**src/rtl/io_bridge_pkg.sv**
```systemverilog
// Shared types and constants for the host UART IO bridge.
package io_bridge_pkg;

  localparam logic [2:0] FRAME_MARKER = 3'b101;

  typedef enum logic [1:0] {P_ADDR, P_HI, P_LO, P_CHK} p_state_t;
  typedef enum logic [1:0] {T_IDLE, T_START, T_BITS, T_STOP} t_state_t;
  typedef enum logic [1:0] {R_IDLE, R_START, R_DATA, R_STOP} r_state_t;

  // Echo entries are stored at the widest legal geometry; unused bits stay 0.
  typedef struct packed {
    logic [4:0]  idx;
    logic [15:0] data;
  } echo_entry_t;

  function automatic logic [7:0] frame_addr(input logic [4:0] idx);
    return {FRAME_MARKER, idx};
  endfunction

endpackage

```
**src/rtl/io_serial_bridge_uart_rx.sv**
```systemverilog
// 8N1 byte receiver: 2-flop synchroniser, start-bit recheck at half bit,
// mid-bit sampling LSB first. byte_valid / stop_err are one-cycle pulses
// issued on the stop-bit sample edge.
//
// state   | meaning
// R_IDLE  | waiting for a falling edge on the synchronised line
// R_START | half-bit wait, then confirm start bit still low
// R_DATA  | sampling 8 data bits mid-bit
// R_STOP  | sampling stop bit, report good byte or framing error
module uart_rx_byte
  import io_bridge_pkg::*;
#(
  parameter int CLKS_PER_BIT = 434
) (
  input  logic       clock,
  input  logic       reset_n,
  input  logic       rx,
  output logic [7:0] byte_data,
  output logic       byte_valid,
  output logic       stop_err,
  output logic       busy
);

  localparam int CNT_W = $clog2(CLKS_PER_BIT);
  localparam logic [CNT_W-1:0] FULL = CNT_W'(CLKS_PER_BIT - 1);
  localparam logic [CNT_W-1:0] HALF = CNT_W'(CLKS_PER_BIT / 2 - 1);

  logic rx_meta, rx_sync, rx_prev;
  r_state_t state;
  logic [CNT_W-1:0] cnt;
  logic [2:0] bit_idx;
  logic [7:0] shreg;

  assign byte_data = shreg;
  assign busy      = (state != R_IDLE);

  // Synchronise the async line and keep one more stage for edge detect.
  always_ff @(posedge clock or negedge reset_n) begin
    if (!reset_n) begin
      rx_meta <= 1'b1;
      rx_sync <= 1'b1;
      rx_prev <= 1'b1;
    end else begin
      rx_meta <= rx;
      rx_sync <= rx_meta;
      rx_prev <= rx_sync;
    end
  end

  // Receive state machine with a down-counting bit timer.
  always_ff @(posedge clock or negedge reset_n) begin
    if (!reset_n) begin
      state      <= R_IDLE;
      cnt        <= '0;
      bit_idx    <= '0;
      shreg      <= '0;
      byte_valid <= 1'b0;
      stop_err   <= 1'b0;
    end else begin
      byte_valid <= 1'b0;
      stop_err   <= 1'b0;
      case (state)
        R_IDLE: begin
          if (rx_prev && !rx_sync) begin
            cnt   <= HALF;
            state <= R_START;
          end
        end
        R_START: begin
          if (cnt != '0) cnt <= cnt - 1'b1;
          else if (!rx_sync) begin
            cnt     <= FULL;
            bit_idx <= '0;
            state   <= R_DATA;
          end else state <= R_IDLE;
        end
        R_DATA: begin
          if (cnt != '0) cnt <= cnt - 1'b1;
          else begin
            shreg <= {rx_sync, shreg[7:1]};
            cnt   <= FULL;
            if (bit_idx == 3'd7) state <= R_STOP;
            else bit_idx <= bit_idx + 1'b1;
          end
        end
        R_STOP: begin
          if (cnt != '0) cnt <= cnt - 1'b1;
          else begin
            if (rx_sync) byte_valid <= 1'b1;
            else stop_err <= 1'b1;
            state <= R_IDLE;
          end
        end
        default: state <= R_IDLE;
      endcase
    end
  end

endmodule

```
**src/rtl/io_serial_bridge.sv**
```systemverilog
// IO register bank shared between the CPU IO ports and a host UART.
// Host frames {101,idx} hi lo write a register; CPU writes are echoed to
// the host in the same frame format through a small queue.
// Optional build macro IO_BRIDGE_CHECKSUM_EN adds a 4th XOR byte to frames
// in both directions; a bad RX checksum drops the frame.
//
// state   | meaning
// P_ADDR  | expecting address byte (marker + index)
// P_HI    | expecting data high byte
// P_LO    | expecting data low byte
// P_CHK   | expecting checksum byte (checksum build only)
// T_IDLE  | line idle, waiting for a queued echo
// T_START | driving start bit
// T_BITS  | driving 8 data bits LSB first
// T_STOP  | driving stop bit, then next byte / next entry
module io_serial_bridge
  import io_bridge_pkg::*;
#(
  parameter int NUM_REGS     = 8,
  parameter int DATA_W       = 15,
  parameter int CLKS_PER_BIT = 434,
  parameter int TXQ_DEPTH    = 4,
  parameter int TIMEOUT_BITS = 20,
  localparam int SEL_W       = $clog2(NUM_REGS) + 1
) (
  input  logic                       clock,
  input  logic                       reset_n,
  input  logic                       rx,
  output logic                       tx,
  input  logic [SEL_W-1:0]           IO_read_sel,
  output logic [DATA_W-1:0]          IO_read_data,
  input  logic                       IO_write_en,
  input  logic [SEL_W-1:0]           IO_write_sel,
  input  logic [DATA_W-1:0]          IO_write_data,
  output logic [NUM_REGS*DATA_W-1:0] regs_flat,
  output logic                       tx_overflow,
  output logic                       rx_frame_err
);

  localparam int IDX_W    = (NUM_REGS > 1) ? $clog2(NUM_REGS) : 1;
  localparam int TO_LIMIT = TIMEOUT_BITS * CLKS_PER_BIT;
  localparam int TO_W     = $clog2(TO_LIMIT + 1);
  localparam int CNT_W    = $clog2(CLKS_PER_BIT);
  localparam int QP_W     = (TXQ_DEPTH > 1) ? $clog2(TXQ_DEPTH) : 1;
  localparam int QC_W     = $clog2(TXQ_DEPTH + 1);
  localparam logic [CNT_W-1:0] FULL     = CNT_W'(CLKS_PER_BIT - 1);
  localparam logic [TO_W-1:0]  TO_LOAD  = TO_W'(TO_LIMIT);
  localparam logic [QC_W-1:0]  Q_CAP    = QC_W'(TXQ_DEPTH);
`ifdef IO_BRIDGE_CHECKSUM_EN
  localparam logic [1:0] LAST_BYTE = 2'd3;
`else
  localparam logic [1:0] LAST_BYTE = 2'd2;
`endif

  logic [DATA_W-1:0] regs [NUM_REGS];

  logic [7:0] rx_byte;
  logic       rx_valid, rx_stop_err, rx_busy;

  p_state_t          p_state;
  logic [IDX_W-1:0]  p_idx;
  logic [DATA_W-9:0] p_hi;
  logic [TO_W-1:0]   idle_cnt;
`ifdef IO_BRIDGE_CHECKSUM_EN
  logic [7:0]        p_lo;
  logic [7:0]        p_xor;
`endif

  logic              host_we;
  logic [DATA_W-1:0] host_data;
  logic              cpu_we;
  logic [IDX_W-1:0]  cpu_idx;

  echo_entry_t      q [TXQ_DEPTH];
  echo_entry_t      head;
  logic [QP_W-1:0]  q_wr, q_rd;
  logic [QC_W-1:0]  q_cnt;
  logic             push, pop;

  t_state_t         t_state;
  logic [CNT_W-1:0] t_cnt;
  logic [2:0]       t_bit;
  logic [1:0]       t_sel;
  logic [7:0]       t_shift;
  logic [7:0]       cur_byte;

  function automatic logic [QP_W-1:0] ptr_next(input logic [QP_W-1:0] p);
    return (int'(p) == TXQ_DEPTH - 1) ? '0 : p + 1'b1;
  endfunction

  uart_rx_byte #(.CLKS_PER_BIT(CLKS_PER_BIT)) u_rx (
    .clock      (clock),
    .reset_n    (reset_n),
    .rx         (rx),
    .byte_data  (rx_byte),
    .byte_valid (rx_valid),
    .stop_err   (rx_stop_err),
    .busy       (rx_busy)
  );

`ifdef IO_BRIDGE_CHECKSUM_EN
  assign host_we   = rx_valid && (p_state == P_CHK) && (rx_byte == p_xor);
  assign host_data = {p_hi, p_lo};
`else
  assign host_we   = rx_valid && (p_state == P_LO);
  assign host_data = {p_hi, rx_byte};
`endif

  assign cpu_we  = IO_write_en && (int'(IO_write_sel) < NUM_REGS);
  assign cpu_idx = IO_write_sel[IDX_W-1:0];

  // Host frame parser with inter-byte idle timeout.
  always_ff @(posedge clock or negedge reset_n) begin
    if (!reset_n) begin
      p_state      <= P_ADDR;
      p_idx        <= '0;
      p_hi         <= '0;
      idle_cnt     <= TO_LOAD;
      rx_frame_err <= 1'b0;
`ifdef IO_BRIDGE_CHECKSUM_EN
      p_lo         <= '0;
      p_xor        <= '0;
`endif
    end else begin
      if (rx_busy || rx_valid || p_state == P_ADDR) idle_cnt <= TO_LOAD;
      else if (idle_cnt != '0) idle_cnt <= idle_cnt - 1'b1;

      if (rx_stop_err) begin
        rx_frame_err <= 1'b1;
        p_state      <= P_ADDR;
      end else if (rx_valid) begin
        case (p_state)
          P_ADDR: begin
            if (rx_byte[7:5] == FRAME_MARKER && int'(rx_byte[4:0]) < NUM_REGS) begin
              p_idx   <= rx_byte[IDX_W-1:0];
              p_state <= P_HI;
`ifdef IO_BRIDGE_CHECKSUM_EN
              p_xor   <= rx_byte;
`endif
            end else rx_frame_err <= 1'b1;
          end
          P_HI: begin
            p_hi    <= rx_byte[DATA_W-9:0];
            p_state <= P_LO;
`ifdef IO_BRIDGE_CHECKSUM_EN
            p_xor   <= p_xor ^ rx_byte;
`endif
          end
          P_LO: begin
`ifdef IO_BRIDGE_CHECKSUM_EN
            p_lo    <= rx_byte;
            p_xor   <= p_xor ^ rx_byte;
            p_state <= P_CHK;
`else
            p_state <= P_ADDR;
`endif
          end
`ifdef IO_BRIDGE_CHECKSUM_EN
          P_CHK: begin
            if (!host_we) rx_frame_err <= 1'b1;
            p_state <= P_ADDR;
          end
`endif
          default: p_state <= P_ADDR;
        endcase
      end else if (p_state != P_ADDR && idle_cnt == '0) begin
        p_state <= P_ADDR;
      end
    end
  end

  // Register bank; a CPU write to the same register overrides a host commit.
  always_ff @(posedge clock or negedge reset_n) begin
    if (!reset_n) begin
      for (int i = 0; i < NUM_REGS; i++) regs[i] <= '0;
    end else begin
      if (host_we) regs[p_idx] <= host_data;
      if (cpu_we) regs[cpu_idx] <= IO_write_data;
    end
  end

  // CPU read port, zero for indices past the bank.
  always_comb begin
    IO_read_data = '0;
    if (int'(IO_read_sel) < NUM_REGS) IO_read_data = regs[IO_read_sel[IDX_W-1:0]];
  end

  for (genvar g = 0; g < NUM_REGS; g++) begin : g_flat
    assign regs_flat[g*DATA_W +: DATA_W] = regs[g];
  end

  // The head entry stays queued until its last byte's stop bit completes.
  assign pop  = (t_state == T_STOP) && (t_cnt == '0) && (t_sel == LAST_BYTE);
  assign push = cpu_we && ((q_cnt != Q_CAP) || pop);
  assign head = q[q_rd];

  // Echo queue storage (no reset needed, guarded by q_cnt).
  always_ff @(posedge clock) begin
    if (push) q[q_wr] <= '{idx: 5'(cpu_idx), data: 16'(IO_write_data)};
  end

  // Echo queue pointers, occupancy and overflow sticky.
  always_ff @(posedge clock or negedge reset_n) begin
    if (!reset_n) begin
      q_wr        <= '0;
      q_rd        <= '0;
      q_cnt       <= '0;
      tx_overflow <= 1'b0;
    end else begin
      if (push) q_wr <= ptr_next(q_wr);
      if (pop) q_rd <= ptr_next(q_rd);
      if (push && !pop) q_cnt <= q_cnt + 1'b1;
      else if (!push && pop) q_cnt <= q_cnt - 1'b1;
      if (cpu_we && !push) tx_overflow <= 1'b1;
    end
  end

  // Select the frame byte currently being sent from the head entry.
  always_comb begin
    case (t_sel)
      2'd0:    cur_byte = frame_addr(head.idx);
      2'd1:    cur_byte = head.data[15:8];
      2'd2:    cur_byte = head.data[7:0];
      default: cur_byte = frame_addr(head.idx) ^ head.data[15:8] ^ head.data[7:0];
    endcase
  end

  // UART transmitter; byte loaded at end of start bit so a fresh head is seen.
  always_ff @(posedge clock or negedge reset_n) begin
    if (!reset_n) begin
      t_state <= T_IDLE;
      tx      <= 1'b1;
      t_cnt   <= '0;
      t_bit   <= '0;
      t_sel   <= '0;
      t_shift <= '0;
    end else begin
      case (t_state)
        T_IDLE: begin
          if (q_cnt != '0) begin
            tx      <= 1'b0;
            t_cnt   <= FULL;
            t_sel   <= '0;
            t_state <= T_START;
          end
        end
        T_START: begin
          if (t_cnt != '0) t_cnt <= t_cnt - 1'b1;
          else begin
            t_shift <= cur_byte;
            tx      <= cur_byte[0];
            t_bit   <= '0;
            t_cnt   <= FULL;
            t_state <= T_BITS;
          end
        end
        T_BITS: begin
          if (t_cnt != '0) t_cnt <= t_cnt - 1'b1;
          else begin
            t_cnt <= FULL;
            if (t_bit == 3'd7) begin
              tx      <= 1'b1;
              t_state <= T_STOP;
            end else begin
              tx      <= t_shift[1];
              t_shift <= {1'b1, t_shift[7:1]};
              t_bit   <= t_bit + 1'b1;
            end
          end
        end
        T_STOP: begin
          if (t_cnt != '0) t_cnt <= t_cnt - 1'b1;
          else if (t_sel == LAST_BYTE) begin
            t_sel <= '0;
            if (q_cnt > QC_W'(1) || push) begin
              tx      <= 1'b0;
              t_cnt   <= FULL;
              t_state <= T_START;
            end else t_state <= T_IDLE;
          end else begin
            t_sel   <= t_sel + 1'b1;
            tx      <= 1'b0;
            t_cnt   <= FULL;
            t_state <= T_START;
          end
        end
        default: t_state <= T_IDLE;
      endcase
    end
  end

endmodule

```
**config.mk**
```make
export PLATFORM = sky130hd
export DESIGN_NAME = io_serial_bridge
export DESIGN_NICKNAME = d
export VERILOG_FILES = /design/src/rtl/io_bridge_pkg.sv /design/src/rtl/io_serial_bridge_uart_rx.sv /design/src/rtl/io_serial_bridge.sv
export SDC_FILE = /design/constraint.sdc
export NUM_CORES = 1
export LEC_CHECK = 0
export ABC_AREA = 1
export ABC_CLOCK_PERIOD_IN_PS = 2700
export CORE_MARGIN = 1
export CORE_UTILIZATION = 45
export CTS_BUF_LIST = sky130_fd_sc_hd__clkbuf_4 sky130_fd_sc_hd__clkbuf_8
export DETAILED_ROUTE_END_ITERATION = 12
export HOLD_SLACK_MARGIN = 0.02
export PLACE_DENSITY = 0.62
export SYNTH_ARGS = -nofsm -noshare
export SYNTH_HDL_FRONTEND = slang
export SYNTH_SLANG_ARGS = --single-unit
```
**constraint.sdc**
```tcl
create_clock -name clock -period 2.7 [get_ports clock]
set_input_delay 0.54 -clock clock [delete_from_list [all_inputs] [get_ports clock]]
set_output_delay 0.54 -clock clock [all_outputs]
set_load 0.1 [all_outputs]
```
### After elaboration in Yosys (flattened, before gate mapping)

Memories as Yosys holds them, arrays and structs flattened.
Cells that the tools add are included.

| cells by class | value |
|---|---|
| add/subtract/negate cells | 10 |
| multipliers | 0 |
| div/mod/pow operators | 0 |
| magnitude comparators | 9 |
| equal/unequal tests | 35 |
| shifts and indexed selects | 0 |
| mux-type cells | 88 |
| bitwise gates (word level) | 7 |
| reductions and logical operators | 54 |

Operators by type and width:

| cell | count |
|---|---|
| $bwmux W120 | 2 |
| $mux W120 | 2 |
| $demux W15 S3 | 2 |
| $mux W9 | 10 |
| $mux W15 | 5 |
| $bmux W15 S3 | 1 |
| $mux W2 | 21 |
| $pmux W9 S4 | 1 |
| $mux W14 | 2 |
| $mux W3 | 9 |
| $pmux W9 S3 | 1 |
| $mux W8 | 3 |
| $pmux W8 S3 | 1 |
| $ne A2 B2 Y1 const B | 11 |
| $mux W1 | 20 |
| $reduce_and A5 Y1 | 4 |
| $reduce_bool A2 Y1 | 9 |
| $reduce_bool A9 Y1 | 2 |
| $sub A9 B1 Y9 const B | 2 |
| $pmux W2 S4 | 2 |
| $pmux W8 S2 | 1 |
| $xor A8 B8 Y8 | 2 |
| $logic_not A14 Y1 | 1 |
| $reduce_bool A14 Y1 | 1 |
| 32 further kinds | 88 |

| word-level totals | value |
|---|---|
| bits in registers | 207 |
| latch bits | 0 |
| memory bits (writable) | 72 |
| ROM bits | 0 |
| input port bits | 27 |
| memories | 1 |

Memories:

| name | depth | width | read ports | clocked after Yosys merged registers in | wr ports | line | source |
|---|---|---|---|---|---|---|---|
| q | 4 | 18 | 1 | 0 | 1 | io_serial_bridge.sv:74 | `echo_entry_t q [TXQ_DEPTH];` |

### Depth between registers and ports, before layout

Gate-level depths: netlist of the first run.

| depth | value |
|---|---|
| depth in word-level cells | 10 |
| depth in mapped cells | 16 |
| depth with buffers taken out | 16 |

### Cells and area by module

From an unflattened synthesis of the first run, not the netlist that was laid out.

| unflattened totals | value |
|---|---|
| cells, all modules | 1,774 |
| area total of the unflattened synthesis | 14,616.5 um^2 |

Modules (own cells, without submodules):

| module | times used | cells an instance | area an instance (um^2) | sequential area each (um^2) |
|---|---|---|---|---|
| io_serial_bridge | 1 | 1,596 | 13,147.6 | 6,650.1 |
| uart_rx_byte | 1 | 178 | 1,468.9 | 679.4 |

### Least setup slack after synthesis of the first run

Ideal clock, no wire load.

| timing | value |
|---|---|
| kind | input-to-output |
| from | input IO_read_sel[0] |
| to | output IO_read_data[10] |
| data arrival time | 3.051 ns |
| path slack | -0.891 ns |
| stages on the path | 5 |
| buffers on the path | 3 |
| path through | clkbuf_1 -> clkbuf_1 -> clkbuf_1 -> o21ai_0 -> a31oi_1 |

| on the way | value |
|---|---|
| longest elaborated chain between the ends | 5 |

Ends and longest elaborated chain:

| item | line | source |
|---|---|---|
| from (decl) | io_serial_bridge.sv:30 | `input logic [SEL_W-1:0] IO_read_sel,` |
| $not A3 Y4 (not written as such) | io_serial_bridge.sv:185 | `if (int'(IO_read_sel) < NUM_REGS) IO_read_data = regs[IO_read_sel[IDX_W-1:0]];` |
| $bmux W15 S3 | io_serial_bridge.sv:185 |  |
| $mux W15 (not written as such) (2 in series) | io_serial_bridge.sv:185 |  |
| $mux W15 * | io_serial_bridge.sv:185 |  |
| to (decl) | io_serial_bridge.sv:31 | `output logic [DATA_W-1:0] IO_read_data,` |

Mark *: on every way between the ends. The rest lies on a longest branch, timed or not. The select of a mux whose other input is x is not followed.

### Final worst setup path of the first run

| timing | value |
|---|---|
| from | register regs (netlist bit regs_flat[84]) |
| to | output IO_read_data[9] |

| on the way | value |
|---|---|
| longest elaborated chain between the ends | 4 |

Ends and longest elaborated chain:

| item | line | source |
|---|---|---|
| from (decl) | io_serial_bridge.sv:55 | `logic [DATA_W-1:0] regs [NUM_REGS];` |
| from (signal, indexed assignment) | io_serial_bridge.sv:177 | `if (host_we) regs[p_idx] <= host_data;` |
| from (signal, indexed assignment) | io_serial_bridge.sv:178 | `if (cpu_we) regs[cpu_idx] <= IO_write_data;` |
| $bmux W15 S3 | io_serial_bridge.sv:185 |  |
| $mux W15 (not written as such) (2 in series) | io_serial_bridge.sv:185 |  |
| $mux W15 | io_serial_bridge.sv:185 |  |

No other way between the ends. The select of a mux whose other input is x is not followed.

==> flow_metrics.tcl, run 1 <==
set metrics [dict create \
    drtIter0Drc 1275 \
    synth_warnings 0 \
    worst_pin_slew_ps 757 \
    synthCells 1739 \
    worst_r2r_endpoint "q_cnt[2]" \
    grt_pass1_vias 12700 \
    fmax_mhz 384 \
    vdd_drop_max_mv 0.675 \
    via_per_inst 5.64 \
    ys_async_sr_fraction_pct 74.1 \
    max_stage_delay_ps 430 \
    crit_start "regs_flat[84]" \
    combPwrFrac_pct 36.6 \
    synth-seq-cells 278 \
    cts_max_path_buffers 3 \
    power.switching_mw 7.12 \
    ys_seq_area_share_pct 50.8 \
    holdPathStages 0 \
    drc_errors 0 \
    rsz0062_at_grt "no" \
    share_seq_of_total_power_pct 34.3 \
    syn2layout_area_growth_pct 24.0 \
    synth_top_area_share_pct 34.0 \
    ant_nets 0 \
    die_x_um 181 \
    whs_endpoint "u_rx.rx_sync" \
    post-dp-hpwl_um 34500 \
    holdWs_ps 365 \
    place_area_um2 16700 \
    regArea_um2 7330 \
    rows 65 \
    ys_types 45 \
    arrival_ps 2070 \
    final_hold_viol_count 0 \
    numCtsBuffers 49 \
    clkLatencyLatePin_ps 590 \
    syn-cell-area_um2 14400 \
    grt_pass1_wl_um 75200 \
    final_nets 1965 \
    clockRootBuffer "clkbuf_8" \
    syn_nets 1794 \
    maxSlewHeadroom_pct 49.5 \
    status "complete, no violations" \
    drive_gt1_share_pct 17.9 \
    start_util_pct 45.8 \
    port_buffers 164 \
    finalCritPeriodShare_pct 96.5 \
    antenna_found_initial 0 \
    clkTransAtPathRegs_ps 60 \
    multi_input_area_um2 6180 \
    slowest_stage "dfrtp_1" \
    htree_levels 2 \
    p_per_area_nw_per_um2 907 \
    fin_ws_ps 94.1 \
    via_count 13200 \
    dr.pass1.iters 7 \
    grt_max_degree 67 \
    timing.reg2reg.setup_slack_ps 290 \
    synthFlopType "dfrtp_1" \
    io_pins 165 \
    finClkSkew_ps 36.1 \
    diodes 0 \
    finalCriticalPeriod_ps 2610 \
    clkPwrFrac_pct 29.1 \
    die_y_um 181 \
    p_leak_nw 8.18 \
    cp-end-kind "primary output" \
    fin_setup_tns_ps 0 \
    die-area_um2 32800 \
    final_area_um2 17900 \
    cp-start-kind "flip-flop" \
    p_sw_share_pct 43.8 \
    fillCellCount 2882 \
    timing.final.max_slew_violations 0 \
    yosysTopAreaCell "dfrtp_1" \
    cp_top_family "compound AO/OA/AOI/OAI gates" \
    cp_max_fo 2 \
    cts_setup_buffers 0 \
    grt_usage_pct 30.0 \
    hp-class "flip-flop to flip-flop" \
    crit_type "flip-flop to primary output" \
    crit_buf_inv 2 \
    synth_area_leaders "dfrtp_1 34%, edfxtp_1 15%, nand2_1 8.5%" \
    synth-edff-count 72 \
    worstHoldStart "u_rx.rx_meta" \
    wl_um 48700 \
    clkSinkCount 278 \
    gp_congestion 0.923 \
    cp_data_required_time_ps 2160 \
    gr-total-overflow 0 \
    synth.avg_cell_area_um2 8.30 \
    crit_path_cell_trace "inv_1 -> a21oi_1 -> o21ai_0 -> o21ai_0 -> o21ai_0 -> a31oi_4 -> buf_12" \
    rr_startpoint "t_cnt[1]" \
    reg2reg_depth 15 \
    path_common_cell "o21ai_0" \
    post-place-ws_ps 175 \
    wire_per_inst_um 20.7 \
    cts_tree "yes" \
    drv_cap 0 \
    power.internal_mw 9.13 \
    setup_viol 0 \
    coreArea_um2 31600 \
]
==> Yosys cell counts (all sizes together), types with 8 or more instances <==
master  number
a211oi       8
a21oi       72
a31oi       75
buf         36
clkbuf      73
dfrtp      196
dfstp       10
edfxtp      72
ha          28
inv        182
nand2      338
nand3      115
nand4        8
nor2       199
nor3        16
o211ai      61
o21ai      208
o31ai        9
xor2        15
==> power by group through the flow <==
| stage | clock network (mW) | registers, mW | logic (mW) |
|---|---|---|---|
| after CTS | 4.79 | 5.54 | 5.96 |
| after floorplan | 0 | 8.18 | 1.67 |
| final | 4.73 | 5.57 | 5.95 |
| after global placement | 0 | 5.62 | 5.88 |
| after global routing | 4.98 | 5.61 | 6.29 |
| after detailed placement | 0 | 5.60 | 5.94 |
==> layer usage <==
layer	wire length (µm)	part of all wire (%)	global-route usage, %	vias up
met2	21800	45	46.5	649
met3	4340	8.9	5.46	135
met4	2150	4.4	13.5	2
met5	59	0.12	1.33	-
li1	-	-	-	6193
met1	20300	42	40.9	6267
==> logic make-up (layout without fill, tap and decap cells) <==
kind of cell | after synthesis | after routing | share of synthesized area (%)
AOI/OAI and AO/OA | 442 | 442 | 17.7
and+or+nand+nor | 680 | 680 | 19.9
adders and majority gates | 28 | 28 | 2.43
xor gates and xnor gates | 19 | 19 | 1.15
buffers and inverters | 292 | 499 | 8.07
DFF | 278 | 278 | 50.8
==> how the worst max path moves through the flow <==
| stage | endpoint | slack, ps | depth (start not counted) |
|---|---|---|---|
| 2_1_floorplan | IO_read_data[9] | 50 | 6 |
| 3_3_place_gp | IO_read_data[2] | 200 | 7 |
| 3_5_place_dp | IO_read_data[5] | 170 | 7 |
| 4_1_cts | IO_read_data[5] | 70 | 5 |
| 5_1_grt | IO_read_data[7] | 7 | 8 |
| 6_report | IO_read_data[9] | 90 | 7 |
==> sequential cells by signal (all words and copies together) (netlist names), 2 cells and up, named ones only <==
| name | cells |
|---|---|
| p_state | 2 |
| q_wr | 2 |
| t_shift | 7 |
| regs_flat | 120 |
| q | 72 |
| u_rx.cnt | 9 |
| t_state | 2 |
| q_rd | 2 |
| t_cnt | 9 |
| u_rx.byte_data | 8 |
| t_bit | 3 |
| u_rx.bit_idx | 3 |
| p_idx | 3 |
| idle_cnt | 14 |
| p_hi | 7 |
| q_cnt | 3 |
| t_sel | 2 |
==> layout by cell type (no fill, tap or decap), types with 7 or more instances in the layout <==
master           count
nand2_2              7
xor2_1              15
nor3_1              14
a21oi_1             72
ha_1                28
bufinv_16            8
o21ai_1             11
dfstp_2             10
clkdlybuf4s50_1     23
o31ai_1              9
nor2_1             191
nand2_1            328
buf_4              182
a211oi_1             8
nand4_1              7
a31oi_1             60
inv_1              175
clkbuf_4             8
dfrtp_1            196
edfxtp_1            72
o21ai_0            191
o211ai_1            61
clkbuf_8            60
clkinv_1             7
a31oi_4             15
nand3_1            113
buf_12              20
==> metrics by stage <==
step | utilization, % | power (mW) | cells
4_1_cts | 56.8 | 16.3 | 2348
5_1_grt | 56.8 | 16.9 | 2348
3_3_place_gp | 53.0 | 11.5 | 2260
2_1_floorplan | - | 9.85 | 1739
3_5_place_dp | 53.0 | 11.5 | 2260
6_report | 56.8 | 16.2 | 2348
==> area by class of cell <==
class	instances	share of cell area, %
timing repair buffer	229	11.3
inverter	183	3.85
clock buffer	67	4.87
tap	402	2.81
sequential	278	40.9
multi-input combinational	1169	34.5
clock inverter	20	1.69
==> repair_timing <==
| item | CTS | global route |
|---|---|---|
| setup endpoints to repair | 0 | 4 |
| hold buffers | 1 | 0 |
| gates resized for setup | 0 | 4 |
| hold endpoints to repair | 51 | 0 |
(Power assumes the default switching activity.)
==> inputs of run 2 (changes only) <==
--- a/config.mk
+++ b/config.mk
@@ -13,6 +13,7 @@
 export DETAILED_ROUTE_END_ITERATION = 12
 export HOLD_SLACK_MARGIN = 0.02
 export PLACE_DENSITY = 0.62
+export SLEW_MARGIN = 20
 export SYNTH_ARGS = -nofsm -noshare
 export SYNTH_HDL_FRONTEND = slang
 export SYNTH_SLANG_ARGS = --single-unit
==> results of run 2 <==
Same layout as run 1: the final DEF is identical, and so are final timing and power.
